$ cat src/rtl/io_bus_arbiter.sv
// Round-robin arbiter sharing the MMIO slot bus between several masters.
// Each grant runs one three-cycle IDLE/ISSUE/ACK transaction; an optional lock is released after an idle timeout.
module io_bus_arbiter #(
    parameter int N_MASTERS    = 2,
    parameter int LOCK_TIMEOUT = 16
) (
    input  logic                        clk,
    input  logic                        reset,
    input  logic [N_MASTERS-1:0]        m_req,
    input  logic [N_MASTERS-1:0]        m_wr,
    input  logic [N_MASTERS-1:0]        m_lock,
    input  logic [N_MASTERS-1:0][31:0]  m_addr,
    input  logic [N_MASTERS-1:0][31:0]  m_wdata,
    output logic [N_MASTERS-1:0]        m_gnt,
    output logic [N_MASTERS-1:0]        m_ack,
    output logic [31:0]                 m_rdata,
    output logic                        bus_cs,
    output logic                        bus_wr,
    output logic                        bus_rd,
    output logic [31:0]                 bus_addr,
    output logic [31:0]                 bus_wr_data,
    input  logic [31:0]                 bus_rd_data,
    output logic                        lock_active
);

    localparam int PW = (N_MASTERS > 1) ? $clog2(N_MASTERS) : 1;
    localparam int CW = $clog2(LOCK_TIMEOUT + 1);

    typedef enum logic [1:0] {IDLE, ISSUE, ACK} state_t;

    state_t               state_q, state_d;
    logic [PW-1:0]        sel_q, sel_d;
    logic [PW-1:0]        rr_q, rr_d;
    logic [PW-1:0]        owner_q, owner_d;
    logic                 lock_q, lock_d;
    logic [CW-1:0]        cnt_q, cnt_d;
    logic [31:0]          rdata_q, rdata_d;

    logic [N_MASTERS-1:0] cand;
    logic [N_MASTERS-1:0] selOneHot;
    logic [N_MASTERS-1:0] ownerOneHot;
    logic                 found;
    logic [PW-1:0]        win;

    function automatic logic [PW-1:0] nextPtr(input logic [PW-1:0] p);
        if (int'(p) == N_MASTERS - 1)
            return '0;
        return p + PW'(1);
    endfunction

    assign selOneHot   = N_MASTERS'(1) << sel_q;
    assign ownerOneHot = N_MASTERS'(1) << owner_q;
    assign cand        = lock_q ? (m_req & ownerOneHot) : m_req;

    // Search starts at rr_q and wraps, so the first hit is the round-robin winner.
    always_comb begin
        int idx;
        idx   = 0;
        found = 1'b0;
        win   = '0;
        for (int i = 0; i < N_MASTERS; i++) begin
            idx = int'(rr_q) + i;
            if (idx >= N_MASTERS)
                idx = idx - N_MASTERS;
            if (!found && cand[idx]) begin
                found = 1'b1;
                win   = PW'(idx);
            end
        end
    end

    always_comb begin
        state_d = state_q;
        sel_d   = sel_q;
        rr_d    = rr_q;
        owner_d = owner_q;
        lock_d  = lock_q;
        cnt_d   = cnt_q;
        rdata_d = rdata_q;
        case (state_q)
            IDLE: begin
                if (lock_q && !m_req[owner_q]) begin
                    if (cnt_q == CW'(LOCK_TIMEOUT - 1)) begin
                        lock_d = 1'b0;
                        cnt_d  = '0;
                        rr_d   = nextPtr(owner_q);
                    end else begin
                        cnt_d = cnt_q + CW'(1);
                    end
                end
                if (found) begin
                    sel_d   = win;
                    state_d = ISSUE;
                    if (lock_q)
                        cnt_d = '0;
                end
            end
            ISSUE: begin
                state_d = ACK;
                if (!m_wr[sel_q])
                    rdata_d = bus_rd_data;
            end
            ACK: begin
                state_d = IDLE;
                cnt_d   = '0;
                // A locking master keeps the pointer so it stays first in line.
                if (m_lock[sel_q]) begin
                    lock_d  = 1'b1;
                    owner_d = sel_q;
                end else begin
                    lock_d = 1'b0;
                    rr_d   = nextPtr(sel_q);
                end
            end
            default: state_d = IDLE;
        endcase
    end

    always_comb begin
        m_gnt       = '0;
        m_ack       = '0;
        bus_cs      = 1'b0;
        bus_wr      = 1'b0;
        bus_rd      = 1'b0;
        bus_addr    = '0;
        bus_wr_data = '0;
        case (state_q)
            ISSUE: begin
                m_gnt       = selOneHot;
                bus_cs      = 1'b1;
                bus_wr      = m_wr[sel_q];
                bus_rd      = ~m_wr[sel_q];
                bus_addr    = m_addr[sel_q];
                bus_wr_data = m_wdata[sel_q];
            end
            ACK: begin
                m_gnt = selOneHot;
                m_ack = selOneHot;
            end
            default: ;
        endcase
    end

    assign m_rdata     = rdata_q;
    assign lock_active = lock_q;

    always_ff @(posedge clk or negedge reset) begin
        if (!reset) begin
            state_q <= IDLE;
            sel_q   <= '0;
            rr_q    <= '0;
            owner_q <= '0;
            lock_q  <= 1'b0;
            cnt_q   <= '0;
            rdata_q <= '0;
        end else begin
            state_q <= state_d;
            sel_q   <= sel_d;
            rr_q    <= rr_d;
            owner_q <= owner_d;
            lock_q  <= lock_d;
            cnt_q   <= cnt_d;
            rdata_q <= rdata_d;
        end
    end

endmodule

$ cat config.mk
export PLATFORM = sky130hd
export DESIGN_NAME = io_bus_arbiter
export DESIGN_NICKNAME = d
export VERILOG_FILES = /design/src/rtl/io_bus_arbiter.sv
export SDC_FILE = /design/constraint.sdc
export NUM_CORES = 1
export LEC_CHECK = 0
export BUFFER_PORTS_ARGS = -buffer_cell sky130_fd_sc_hd__buf_2
export CAP_MARGIN = 20
export CORE_AREA = 3 3 104 106
export CTS_CLUSTER_DIAMETER = 60
export DETAILED_ROUTE_END_ITERATION = 8
export DIE_AREA = 0 0 107 109
export PLACE_DENSITY = 0.67
export SKIP_CTS_REPAIR_TIMING = 1
export SYNTH_ARGS = -nofsm -noshare
export SYNTH_HDL_FRONTEND = slang
export SYNTH_SLANG_ARGS = --single-unit
$ cat constraint.sdc
create_clock -name clk -period 4.08 [get_ports clk]
set_clock_uncertainty 0.05 [all_clocks]
set_input_delay 0.408 -clock clk [delete_from_list [all_inputs] [get_ports clk]]
set_output_delay 0.408 -clock clk [all_outputs]
set_load 0.05 [all_outputs]
# == Word level (Yosys, flattened, before mapping) ==
# Index checks and enable logic that the tools add are counted.
# totals
regBits,43
latch_bits,0
ramBits,0
romBits,0
mem_count,0
# classes
n_addsub,6
multipliers,0
n_div,0
order_cmp,6
n_eq_ne,7
shift,2
n_mux,56
bitwise_logic,2
n_reduce_logical,12
# ops
cell,n
32-bit two-way mux,8
32-bit by 3-bit less-than comparator with 1-bit output (second input constant),2
1-bit two-way mux,36
5-bit two-way mux,4
5-bit one-hot mux with 2 select lines,1
2-bit two-way mux,4
2-bit inequality test (second input constant),4
2-bit AND reduction,3
5-bit by 1-bit adder with 5-bit output (second input constant),1
5-bit by 4-bit == test with 1-bit output (second input constant),1
1-bit by 2-bit less-than comparator with 1-bit output (second input constant),2
1-bit one-hot mux with 2 select lines,2
2-bit one-hot mux with 2 select lines,1
4-bit AND reduction,1
1-bit by 1-bit left shift with 2-bit output (first input constant),2
3-bit AND reduction,1
1-bit by 2-bit subtractor with 3-bit output (second input constant),1
2-bit by 2-bit subtractor with 3-bit output (second input constant),1
1-bit adder (second input constant),2
1-bit by 1-bit adder with 2-bit output (second input constant),1
2-bit bitwise AND,1
2-bit by 1-bit == test with 1-bit output (second input constant),1
2-bit == test (second input constant),1
1-bit by 2-bit greater-or-equal comparator with 1-bit output (second input constant),1
other kinds (7),9

# == Logic depth before layout (Yosys ltp) ==
# logic_depth
ltp_word,12
mapped_depth,6
depth_no_buf,6

# == Least setup slack after synthesis ==
# Ideal clock, no wire load.
# synth_timing
path_kind,register to output
start,register state_q[1]
end,output port bus_addr[0]
arrival_time_ns,2.237
required_time_ns,3.622
path_slack_ns,1.385
path_stages_with_launch,6
n_path_buf,2
path_cell_list,dfrtp_1 -> inv_1 -> ha_1 -> clkbuf_1 -> clkbuf_1 -> nor2b_1
# synth_between
elab_chain_cells,2
# synth_lines
item,line_no,rtl
start: declaration,31,"state_t state_q, state_d;"
start signal: assignment,157,state_q <= state_d;
2-bit by 1-bit == test with 1-bit output,127,case (state_q)
32-bit two-way mux,127,
end: declaration,20,"output logic [31:0] bus_addr,"
# No other way between the ends.

# == Worst setup path after layout ==
# layout_timing
start,register state_q[1]
end,output port bus_rd
# layout_between
elab_chain_cells,2
# layout_lines
item,line_no,rtl
2-bit by 1-bit == test with 1-bit output,127,
1-bit two-way mux,127,
end: declaration,19,"output logic bus_rd,"
# No other way between the ends.

==> flow_summary.ini <==
[routing]
drc = 0
wl_um = 9780
wire_per_inst_um = 14.1
num_vias = 3108
vias_per_cell = 4.48
antenna_left = 0
initialDrtViolationCount = 118
drtPass1Iterations = 5

[floorplan]
die_h_um = 109
start_util = 0.312
ios = 272
dieArea_um2 = 11700
core-area_um2 = 9860
num_rows = 36
die_w_um = 107

[cells_and_area]
n_fill_cell = 932
final_cell_mix = buf_2, nor2b_1, mux2i_1, dfrtp_1, mux2_1
final_nets = 733
fin_area_um2 = 4670
areaGrowthSynthToFinish_pct = 51.6
multi_input_area_um2 = 1870
diodes = 0
stdcell_count = 693
drive_above_1_share = 0.520
final_common_cell = buf_2
regArea_um2 = 1080

[setup_path]
cp-end-kind = output pin
slowest_stage = ha_1
r2r-start = state_q[1]
cp.required_ns = 3.62
start_kind = flip-flop
timing.rr.end = m_rdata[4]
cp_max_fo = 33
ff2ff_path_depth = 6
crit_arrival_ns = 2.25
crit_type = reg -> out
slowest_delay_ns = 0.57
cp_cell_sequence = inv_1, ha_1, buf_16, nand2_2, buf_4, inv_2, buf_2
r2r_setup_slack_ns = 1.88

[placement]
dp_hpwl_um = 8120
place_area_um2 = 4550
gp_congestion = 0.784
dp.cells = 683
portBuffers = 271

[timing]
hold_viol = 0
fin_crit_ns = 2.71
maxSlewViolCount = 0
rsz0062_at_grt = false
slew_headroom = 0.568
tns_ns = 0
worstMarginPinSlew_ns = 0.648
period_share = 0.665
fmax_mhz = 369
finalSetupViolations = 0

[synthesis]
synth_area_um2 = 3080
synth.lib_cells_used.distinct = 34
synth_fp_nets = 467
post_synth_inst_count = 293
synth-warning-count = 0
ys_ff_latch = 43
async_flop_share = 1.00
seq_area_frac_synth = 0.350
synth_area_per_cell_um2 = 10.5
yosys_most_used_dff = dfrtp_1
synth-edff-count = 0

[global_route]
grt_pass1_wl_um = 14300
grt_pass1_vias = 3211
track_usage = 0.149
overflow = 0
grt_max_degree = 44
antenna_found_initial = 0

[clock_network]
insertion_delay_ns = 0.28
cts_tree = done
clk_pin_slew_worst_paths_ns = 0.08
root_buffer = clkbuf_8
cts_sinks = 43
cts_buffer_depth = 2
numCtsBuffers = 5
htreeDepth = 2

[pwr]
power_density_nw_per_um2 = 891
finalPower_w = 0.00416
leakage_nw = 2.57
vdd_ir_drop_max_mv = 0.610

[outcome]
status = finished clean

[hold_path]
min_path_cells = 2
hold_start = bus_rd_data[15]
whs_endpoint = m_rdata[15]
hp-class = in -> reg

[job]
maxCapViolCount = 0
[metal layers]
metal / track usage / part of all wire / wire length [um] / vias up
met4: 0.0183 / 0.0060 / 59 / 0
li1: - / - / - / 1546
met3: 0.0409 / 0.088 / 861 / 6
met5: 0 / 0 / 0 / -
met2: 0.289 / 0.53 / 5200 / 159
met1: 0.166 / 0.37 / 3660 / 1397
[logic make-up after synthesis]
group                    synth area share
multiplexers                        0.354
AND/OR/NAND/NOR                     0.192
flip-flops                          0.350
buffers and inverters              0.0431
AO/OA/AOI/OAI                      0.0370
adder cells (fa/ha/maj)            0.0244
[stage by stage]
stage	hold slack, ns	utilization	worst slack [ns]
after CTS	0.247	0.470	1.36
after floorplan	0.0624	-	1.38
final	0.281	0.473	1.37
after detailed placement	0.426	0.461	1.68
after global routing	0.271	0.473	1.19
after global placement	0.418	0.459	1.47
[sequential cells by signal, indices dropped and copies added (netlist names)]
name	count
sel_q	1
rr_q	1
state_q	2
m_rdata	32
lock_active	1
owner_q	1
cnt_q	5
[cell usage after synthesis (4+ instances only)]
master	count	area, um^2
mux2_1	33	372
nor2_1	7	26.3
ha_1	6	75.1
a21oi_1	9	45.0
buf_2	7	35.0
mux2i_1	68	681
dfrtp_1	43	1080
nor2b_1	72	450
o21ai_0	4	20.0
buf_6	4	45.0
clkbuf_1	7	26.3
[layout make-up]
| class | instances | share of cell area |
|---|---|---|
| Clock inverter | 2 | 0.00268 |
| Sequential cell | 43 | 0.231 |
| Clock buffer | 6 | 0.0155 |
| Multi-Input combinational cell | 226 | 0.401 |
| Timing Repair Buffer | 279 | 0.311 |
| Inverter | 4 | 0.00322 |
| Tap cell | 133 | 0.0357 |
[worst max-delay path by stage]
stage / start / to / cells after the start
finish: state_q[1] / bus_rd / 7
CTS: state_q[1] / bus_rd / 7
floorplan: state_q[1] / bus_addr[0] / 5
detailed placement: state_q[1] / bus_rd / 7
global route: state_q[1] / bus_rd / 7
global placement: state_q[1] / bus_addr[4] / 5
[power by group]
part / switching (W) / total (W) / internal, W / leakage (nW)
combinational: 0.00216 / 0.00309 / 0.000924 / 2.01
clock: 0.000139 / 0.000259 / 0.000120 / 0.0412
sequential: 0.000194 / 0.000814 / 0.000620 / 0.519
total: 0.00250 / 0.00416 / 0.00166 / 2.57
[critical path: cells and delay by family, from the launching register on]
family	cells	cell delay (ns)
fa+ha+maj	1	0.57
buf+inv	5	0.94
flops	1	0.39
simple gates	1	0.05
No activity file was read; power rests on OpenSTA's default activity.
